`src/rtl/stream_gather.sv`:
```
// stream_gather: buffers n valid/ready streams, emits one aligned wide beat.
// Define STREAM_GATHER_CHECK_EN to enable the sticky oerr misalignment flag.
module stream_gather #(
    parameter int n     = 4,
    parameter int p     = 1,
    parameter int DEPTH = 4
) (
    input  logic              aclk,
    input  logic              aresetn,
    input  logic [n-1:0]      inputSelect,
    input  logic [16*p*n-1:0] idata,
    input  logic [n-1:0]      ivalid,
    output logic [n-1:0]      iready,
    input  logic [n-1:0]      istart,
    input  logic [n-1:0]      ilast,
    output logic [16*p*n-1:0] odata,
    output logic              ovalid,
    input  logic              oready,
    output logic              ostart,
    output logic              olast,
    output logic              oerr
);
    localparam int W  = 16 * p;
    localparam int DW = W * n;
    localparam int AW = $clog2(DEPTH);
    localparam int EW = W + 2;
    localparam logic [AW:0] PTR_ONE = (AW+1)'(1);

    typedef enum logic {IDLE, ACTIVE} state_t;

    logic [EW-1:0] r_mem [n][DEPTH];
    logic [AW:0]   r_wp [n];
    logic [AW:0]   r_rp [n];
    logic [n-1:0]  r_sel;
    state_t        r_state;
    logic          r_ovalid;
    logic          r_ostart;
    logic          r_olast;
    logic [DW-1:0] r_odata;

    logic [n-1:0]  w_empty;
    logic [n-1:0]  w_full;
    logic [n-1:0]  w_push;
    logic [n-1:0]  w_pop;
    logic [n-1:0]  w_iready;
    logic [EW-1:0] w_head [n];
    logic          w_fire;
    logic          w_can_load;
    logic          w_found;
    logic          w_ref_start;
    logic          w_ref_last;
    logic [DW-1:0] w_gdata;

    always_comb begin
        for (int j = 0; j < n; j++) begin
            w_empty[j]  = (r_wp[j] == r_rp[j]);
            w_full[j]   = (r_wp[j][AW] != r_rp[j][AW]) &&
                          (r_wp[j][AW-1:0] == r_rp[j][AW-1:0]);
            w_head[j]   = r_mem[j][r_rp[j][AW-1:0]];
            // unselected inputs always accept and drop
            w_iready[j] = aresetn & (~r_sel[j] | ~w_full[j]);
            w_push[j]   = r_sel[j] & ivalid[j] & w_iready[j];
        end
    end

    assign w_fire = (r_sel != '0) && (&(~r_sel | ~w_empty)) &&
                    (!r_ovalid || oready);
    assign w_pop  = w_fire ? r_sel : '0;
    assign w_can_load = (r_state == IDLE) && (&w_empty) && !r_ovalid;

    always_comb begin
        w_found     = 1'b0;
        w_ref_start = 1'b0;
        w_ref_last  = 1'b0;
        w_gdata     = '0;
        for (int j = 0; j < n; j++) begin
            if (r_sel[j]) begin
                w_gdata[DW-1-W*j -: W] = w_head[j][W-1:0];
                if (!w_found) begin
                    w_found     = 1'b1;
                    w_ref_start = w_head[j][EW-1];
                    w_ref_last  = w_head[j][EW-2];
                end
            end
        end
    end

    always_ff @(posedge aclk) begin
        for (int j = 0; j < n; j++) begin
            if (w_push[j]) begin
                r_mem[j][r_wp[j][AW-1:0]] <=
                    {istart[j], ilast[j], idata[DW-1-W*j -: W]};
            end
        end
    end

    always_ff @(posedge aclk or negedge aresetn) begin
        if (!aresetn) begin
            for (int j = 0; j < n; j++) begin
                r_wp[j] <= '0;
                r_rp[j] <= '0;
            end
        end else begin
            for (int j = 0; j < n; j++) begin
                if (w_push[j]) r_wp[j] <= r_wp[j] + PTR_ONE;
                if (w_pop[j])  r_rp[j] <= r_rp[j] + PTR_ONE;
            end
        end
    end

    always_ff @(posedge aclk or negedge aresetn) begin
        if (!aresetn) begin
            r_sel    <= '0;
            r_state  <= IDLE;
            r_ovalid <= 1'b0;
            r_odata  <= '0;
            r_ostart <= 1'b0;
            r_olast  <= 1'b0;
        end else begin
            if (w_can_load) r_sel <= inputSelect;
            if (w_fire) begin
                r_ovalid <= 1'b1;
                r_odata  <= w_gdata;
                r_ostart <= w_ref_start;
                r_olast  <= w_ref_last;
            end else if (oready) begin
                r_ovalid <= 1'b0;
            end
            if (r_ovalid && oready) begin
                unique case (r_state)
                    IDLE:   if (r_ostart && !r_olast) r_state <= ACTIVE;
                    ACTIVE: if (r_olast) r_state <= IDLE;
                endcase
            end
        end
    end

`ifdef STREAM_GATHER_CHECK_EN
    logic r_oerr;
    logic w_mis;

    always_comb begin
        w_mis = 1'b0;
        for (int j = 0; j < n; j++) begin
            if (r_sel[j] && ((w_head[j][EW-1] != w_ref_start) ||
                             (w_head[j][EW-2] != w_ref_last))) begin
                w_mis = 1'b1;
            end
        end
    end

    always_ff @(posedge aclk or negedge aresetn) begin
        if (!aresetn) begin
            r_oerr <= 1'b0;
        end else if (w_fire && w_mis) begin
            r_oerr <= 1'b1;
        end
    end

    assign oerr = r_oerr;
`else
    assign oerr = 1'b0;
`endif

    assign iready = w_iready;
    assign odata  = r_odata;
    assign ovalid = r_ovalid;
    assign ostart = r_ostart;
    assign olast  = r_olast;

endmodule
```
`config.mk`:
```
export PLATFORM = sky130hd
export DESIGN_NAME = stream_gather
export DESIGN_NICKNAME = d
export VERILOG_FILES = /design/src/rtl/stream_gather.sv
export SDC_FILE = /design/constraint.sdc
export NUM_CORES = 1
export LEC_CHECK = 0
export ABC_AREA = 1
export CORE_ASPECT_RATIO = 1.2
export CORE_MARGIN = 2
export CORE_UTILIZATION = 39
export CTS_BUF_LIST = sky130_fd_sc_hd__clkbuf_8
export DETAILED_ROUTE_END_ITERATION = 8
export PLACE_DENSITY = 0.56
export SYNTH_ARGS = -nofsm -noshare
export SYNTH_HDL_FRONTEND = slang
export SYNTH_SLANG_ARGS = --single-unit
export TNS_END_PERCENT = 10
```
`constraint.sdc`:
```
create_clock -name aclk -period 6.4 [get_ports aclk]
set_input_delay 0.64 -clock aclk [delete_from_list [all_inputs] [get_ports aclk]]
set_output_delay 0.64 -clock aclk [all_outputs]
set_load 0.01 [all_outputs]
```
Word level (Yosys, flattened, before mapping) --
Memory sizes are Yosys's and may differ from the RTL's. Index checks and enable logic that the tools add are counted.
Storage, ports and cells: register bits after elaboration 96, bits in writable memories 288, bits of input ports 83, output and inout bits 72, word-level logic and storage cells 159, memories 1
Operators by class: $add $sub $neg 8, $lt $le $gt $ge 12, equality and inequality tests 12, multiplexer cells 55, bitwise operators 36, reduce and logical (&&, ||, !) cells 21
Memory list:
- r_mem | words 4, width 72, read ports 4, clocked after memory_dff 0, wr ports 4, RTL line 31 | logic [EW-1:0] r_mem [n][DEPTH];
Operators by type and width (count):
- 2-to-1 mux 72 bit | 4
- 2-to-1 mux 18 bit | 12
- binary-select mux 18 bit (select 2 bit) | 4
- demux 18 bit (select 2 bit) | 4
- 2-to-1 mux 16 bit | 4
- 2-to-1 mux 1 bit | 25
- adder 3 x 1 -> 3 bit (second input constant) | 8
- greater-or-equal comparator 3 bit (second input constant) | 8
- NOT 2 -> 3 bit | 8
- logical AND 1 bit | 14
- bitwise AND 1 bit | 12
- equality test 3 bit | 4
- < comparator 3 x 1 -> 1 bit (second input constant) | 4
- NOT 1 bit | 9
- equality test 2 bit | 4
- NOT 4 bit | 2
- AND reduction 4 bit | 2
- 2-to-1 mux 4 bit | 1
- inequality test 1 bit | 4
- OR 1 bit | 4
- OR 4 bit | 1
- nonzero test 4 bit | 1
- logical NOT 1 bit | 2
- case mux 1 bit (2 select lines) | 1
- 2 further kinds | 2

Logic depth before layout (Yosys ltp) --
depth in word-level cells 11, depth in mapped cells 12, gate-level depth less buffers 9

Worst setup path after synthesis --
Ideal clock, no wire load.
path kind input to register, start point input port aresetn, end point memory r_mem[1][0] (netlist name) (enable), setup time 0.393 ns, arrival time 2.113 ns, data required time 6.007 ns, path slack 3.894 ns, stages on the path 4, path buffers 0, cell sequence inv_1 -> a31oi_1 -> nand3_1 -> nor2_1
RTL lines:
- from (decl) | RTL line 9 | input logic aresetn,
- to (decl) | RTL line 31

Final worst setup path --
start point register r_rp[4] (netlist name), end point output port iready[2]
On the way: cells in the longest elaborated chain, start to end 5
Ends and longest elaborated chain:
- from (decl) | RTL line 33 | logic [AW:0] r_rp [n];
- from (signal, indexed assignment) | RTL line 106 | if (w_pop[j]) r_rp[j] <= r_rp[j] + PTR_ONE;
- equality test 2 bit | RTL line 58 | (r_wp[j][AW-1:0] == r_rp[j][AW-1:0]);
- logical AND 1 bit | RTL line 57 | w_full[j] = (r_wp[j][AW] != r_rp[j][AW]) &&
- NOT 1 bit | RTL line 61 | w_iready[j] = aresetn & (~r_sel[j] | ~w_full[j]);
- OR 1 bit | RTL line 61
- bitwise AND 1 bit | RTL line 61
- to (decl) | RTL line 13 | output logic [n-1:0] iready,
Every way passes these cells.

==> qor.txt <==
Fin crit period = 3.76 ns
Width of the die = 185 um
Synth Instances = 1274
Commonest cells after routing, fill and taps aside = 288 x edfxtp_1, 230 x nand2_1, 164 x nor2_1
DRC Markers = 0
RSZ-0062 raised after global routing = no
Layout cells sized above 1 = 8.30%
Mux share of post-synthesis cell area = 0%
Startpoint types = flip-flop
Leakage dissipation = 7.12 nW
Root Driver = clkbuf_8
Int Power = 0.00561 W
Period utilisation layout = 58.8%
Share of power burned in the clock network = 22.2%
Logic gate share of total power = 38.6%
Area share of and/or/nand/nor cells after synthesis = 14.2%
Vias in the first global route = 10200
Post-synthesis adder-cell area fraction = 1.63%
Pre-CTS WS = 2.94 ns
Starting Density = 39.5%
Final hold viol count = 0
Switching share of total power = 39.0%
Min Hold Slack = 0.135 ns
Vias = 10200
Setup TNS = 0 ns
Cells on worst reg2reg path = 7
Number of top-level design ports = 155
Reg clk slew, reported paths = 0.06 ns
Vias/cell = 5.03
Routed WL = 36900 um
Fmax = 266 MHz
Synth warnings = 0
Non-filler instance count after layout = 2020
Net count, final = 1546
Total track usage = 18.1%
FF-to-FF setup slack = 3.17 ns
Pre-antenna DRT Iters = 6
Critical path class = reg2out
Post-synthesis xor/xnor area fraction = 0.913%
Placed cells = 1901
Worst reg2reg path endpoint = r_mem[1][58]$_DFFE_PP_
Max_cap viols = 0
RD Place Congestion = 0.779
First-pass GRT wire length = 57100 um
RR Startpoint = r_rp[7]$_DFFE_PN0P_
Initial antenna violation count = 0
Commonest non-fill, non-tap cell in the layout = edfxtp_1
Max-slew headroom = 30.6%
CTS Hold Bufs = 0
Yosys reg bits = 384
Avg WL per Cell = 18.3 um
Area Overhead vs Synth = 21.2%
Finish-stage setup viols = 0
Final Skew = 0.0204 ns
Critical Path Sink Type = primary output
CTS H-tree depth = 3
Maximum VDD drop = 0.000767 V
HP Class = in2async
Max Slew Vio Count = 0
Seq/Total Area, Yosys = 72.0%
Compound-cell area share of the yosys netlist = 7.71%
Die ar. = 41000 um2
Worst EP required = 5.76 ns
FP Rows = 79
Worst-Margin Slew = 1.03 ns
Latest clock arrival within the worst-skew pair = 0.58 ns
Seq pwr share = 39.2%
Switching power = 0.00359 W
Worst setup margin = 2.64 ns
Antenna Cells = 0
Largest net degree at the start of global routing = 79
1st-iter DRT viols = 761
Outcome = finished clean
Final ANT Viol Nets = 0
Clock sinks = 384
Post-synthesis net count = 1377
Total CTS buffers = 66
Detailed placer's ending HPWL = 21400 um
Core footprint = 38800 um2
# port buffers = 153
Netlist Area Pre-Place = 15300 um2
CTS tree = done
Largest family of logic cells by synthesized area = simple AND/OR/NAND/NOR gates
Total gr overflow = 0
Cts repair resizes = 0
Number of different library cells in the post-synthesis netlist = 31
Worst-path maximum fanout = 23
Arrival time at the worst endpoint = 3.12 ns
Post-CTS Setup Repair Bufs = 0
Pwr dens = 495 nW/um2
Syn Area/Cell = 12.0 um2
Die H = 221 um
Util after Layout = 47.9%
Max clock buf depth = 3
==> power by group through the flow <==
stage	Combinational [W]	Clock [W]	Sequential, W
finish	0.00355	0.00204	0.00361
CTS	0.00361	0.00211	0.00362
global route	0.00402	0.00223	0.00367
detailed placement	0.00360	0	0.00366
global placement	0.00353	0	0.00366
floorplan	0.00235	0	0.00360
==> critical path, stage by stage, from the launching register on <==
cell and delay, ns:
dfrtp_1 0.90, inv_2 0.36, nand2_1 0.14, nand2_1 0.07
and2_1 0.18, a21oi_2 0.27, clkdlybuf4s50_1 0.61
==> layer usage <==
metal	GRT usage (%)	share of wire (%)	vias to the layer above
met3	3.65	5.5	67
met2	29.6	48	260
li1	-	-	4892
met1	24.0	44	4944
met4	6.61	2.4	0
met5	0	0	-
==> cell type report <==
class,count,area [um2]
sequential,384,11100
clock buffer,73,1000
inverter,49,184
timing repair buffer,178,1720
clock inverter,46,215
fill,3464,20200
multi-input combinational,764,3770
tap,526,658
==> flip-flops by register name, summed over array words and instances, names as in the netlist <==
| name | flops |
|---|---|
| r_sel | 4 |
| odata | 64 |
| olast | 1 |
| ovalid | 1 |
| r_mem | 288 |
| r_rp | 12 |
| r_state | 1 |
| ostart | 1 |
| r_wp | 12 |
==> how the worst max path moves through the flow <==
stage	start	end	slack, ns	depth (start not counted)
global placement	aresetn	r_mem[1][71]$_DFFE_PP_	3.02	6
floorplan	aresetn	r_mem[1][0]$_DFFE_PP_	3.89	4
detailed placement	aresetn	r_mem[1][56]$_DFFE_PP_	2.94	6
CTS	r_rp[4]$_DFFE_PN0P_	iready[2]	2.57	6
global route	r_rp[4]$_DFFE_PN0P_	iready[2]	2.39	6
finish	r_rp[4]$_DFFE_PN0P_	iready[2]	2.64	6
==> logic make-up after synthesis <==
kind of cell	after synthesis
buf+inv	126
compound gates	217
xor+xnor	16
flops	384
simple gates	510
other cells	1
fa+ha+maj	20
==> per-stage QoR <==
| step | total power, W | area (um2) |
|---|---|---|
| global route | 0.00992 | 18600 |
| global placement | 0.00719 | 17400 |
| floorplan | 0.00594 | 15300 |
| CTS | 0.00934 | 18600 |
| detailed placement | 0.00726 | 17400 |
| finish | 0.00920 | 18600 |
==> synth_stat cells <==
cell type,count,share of area [%]
nand2_1,231,5.6
nor3_1,3,0.098
a31oi_1,1,0.041
conb_1,1,0.024
a21oi_2,2,0.11
inv_2,8,0.20
buf_4,6,0.29
clkbuf_1,42,1.0
xnor2_1,8,0.46
nor2_1,164,4.0
nand3_2,2,0.13
and2_1,2,0.082
a21oi_1,4,0.13
or2_2,1,0.041
dfrtp_1,96,16
o211ai_1,2,0.098
ha_1,20,1.6
buf_2,13,0.42
o21ai_1,4,0.13
inv_1,37,0.90
o21bai_1,1,0.049
edfxtp_1,288,56
nor2_4,1,0.073
buf_1,13,0.32
nand3_1,20,0.65
clkinv_1,4,0.098
buf_6,3,0.22
o22ai_1,65,2.6
o21ai_0,138,4.5
xor2_1,8,0.46
nand4_1,86,3.5
No activity file was read; power rests on OpenSTA's default activity.
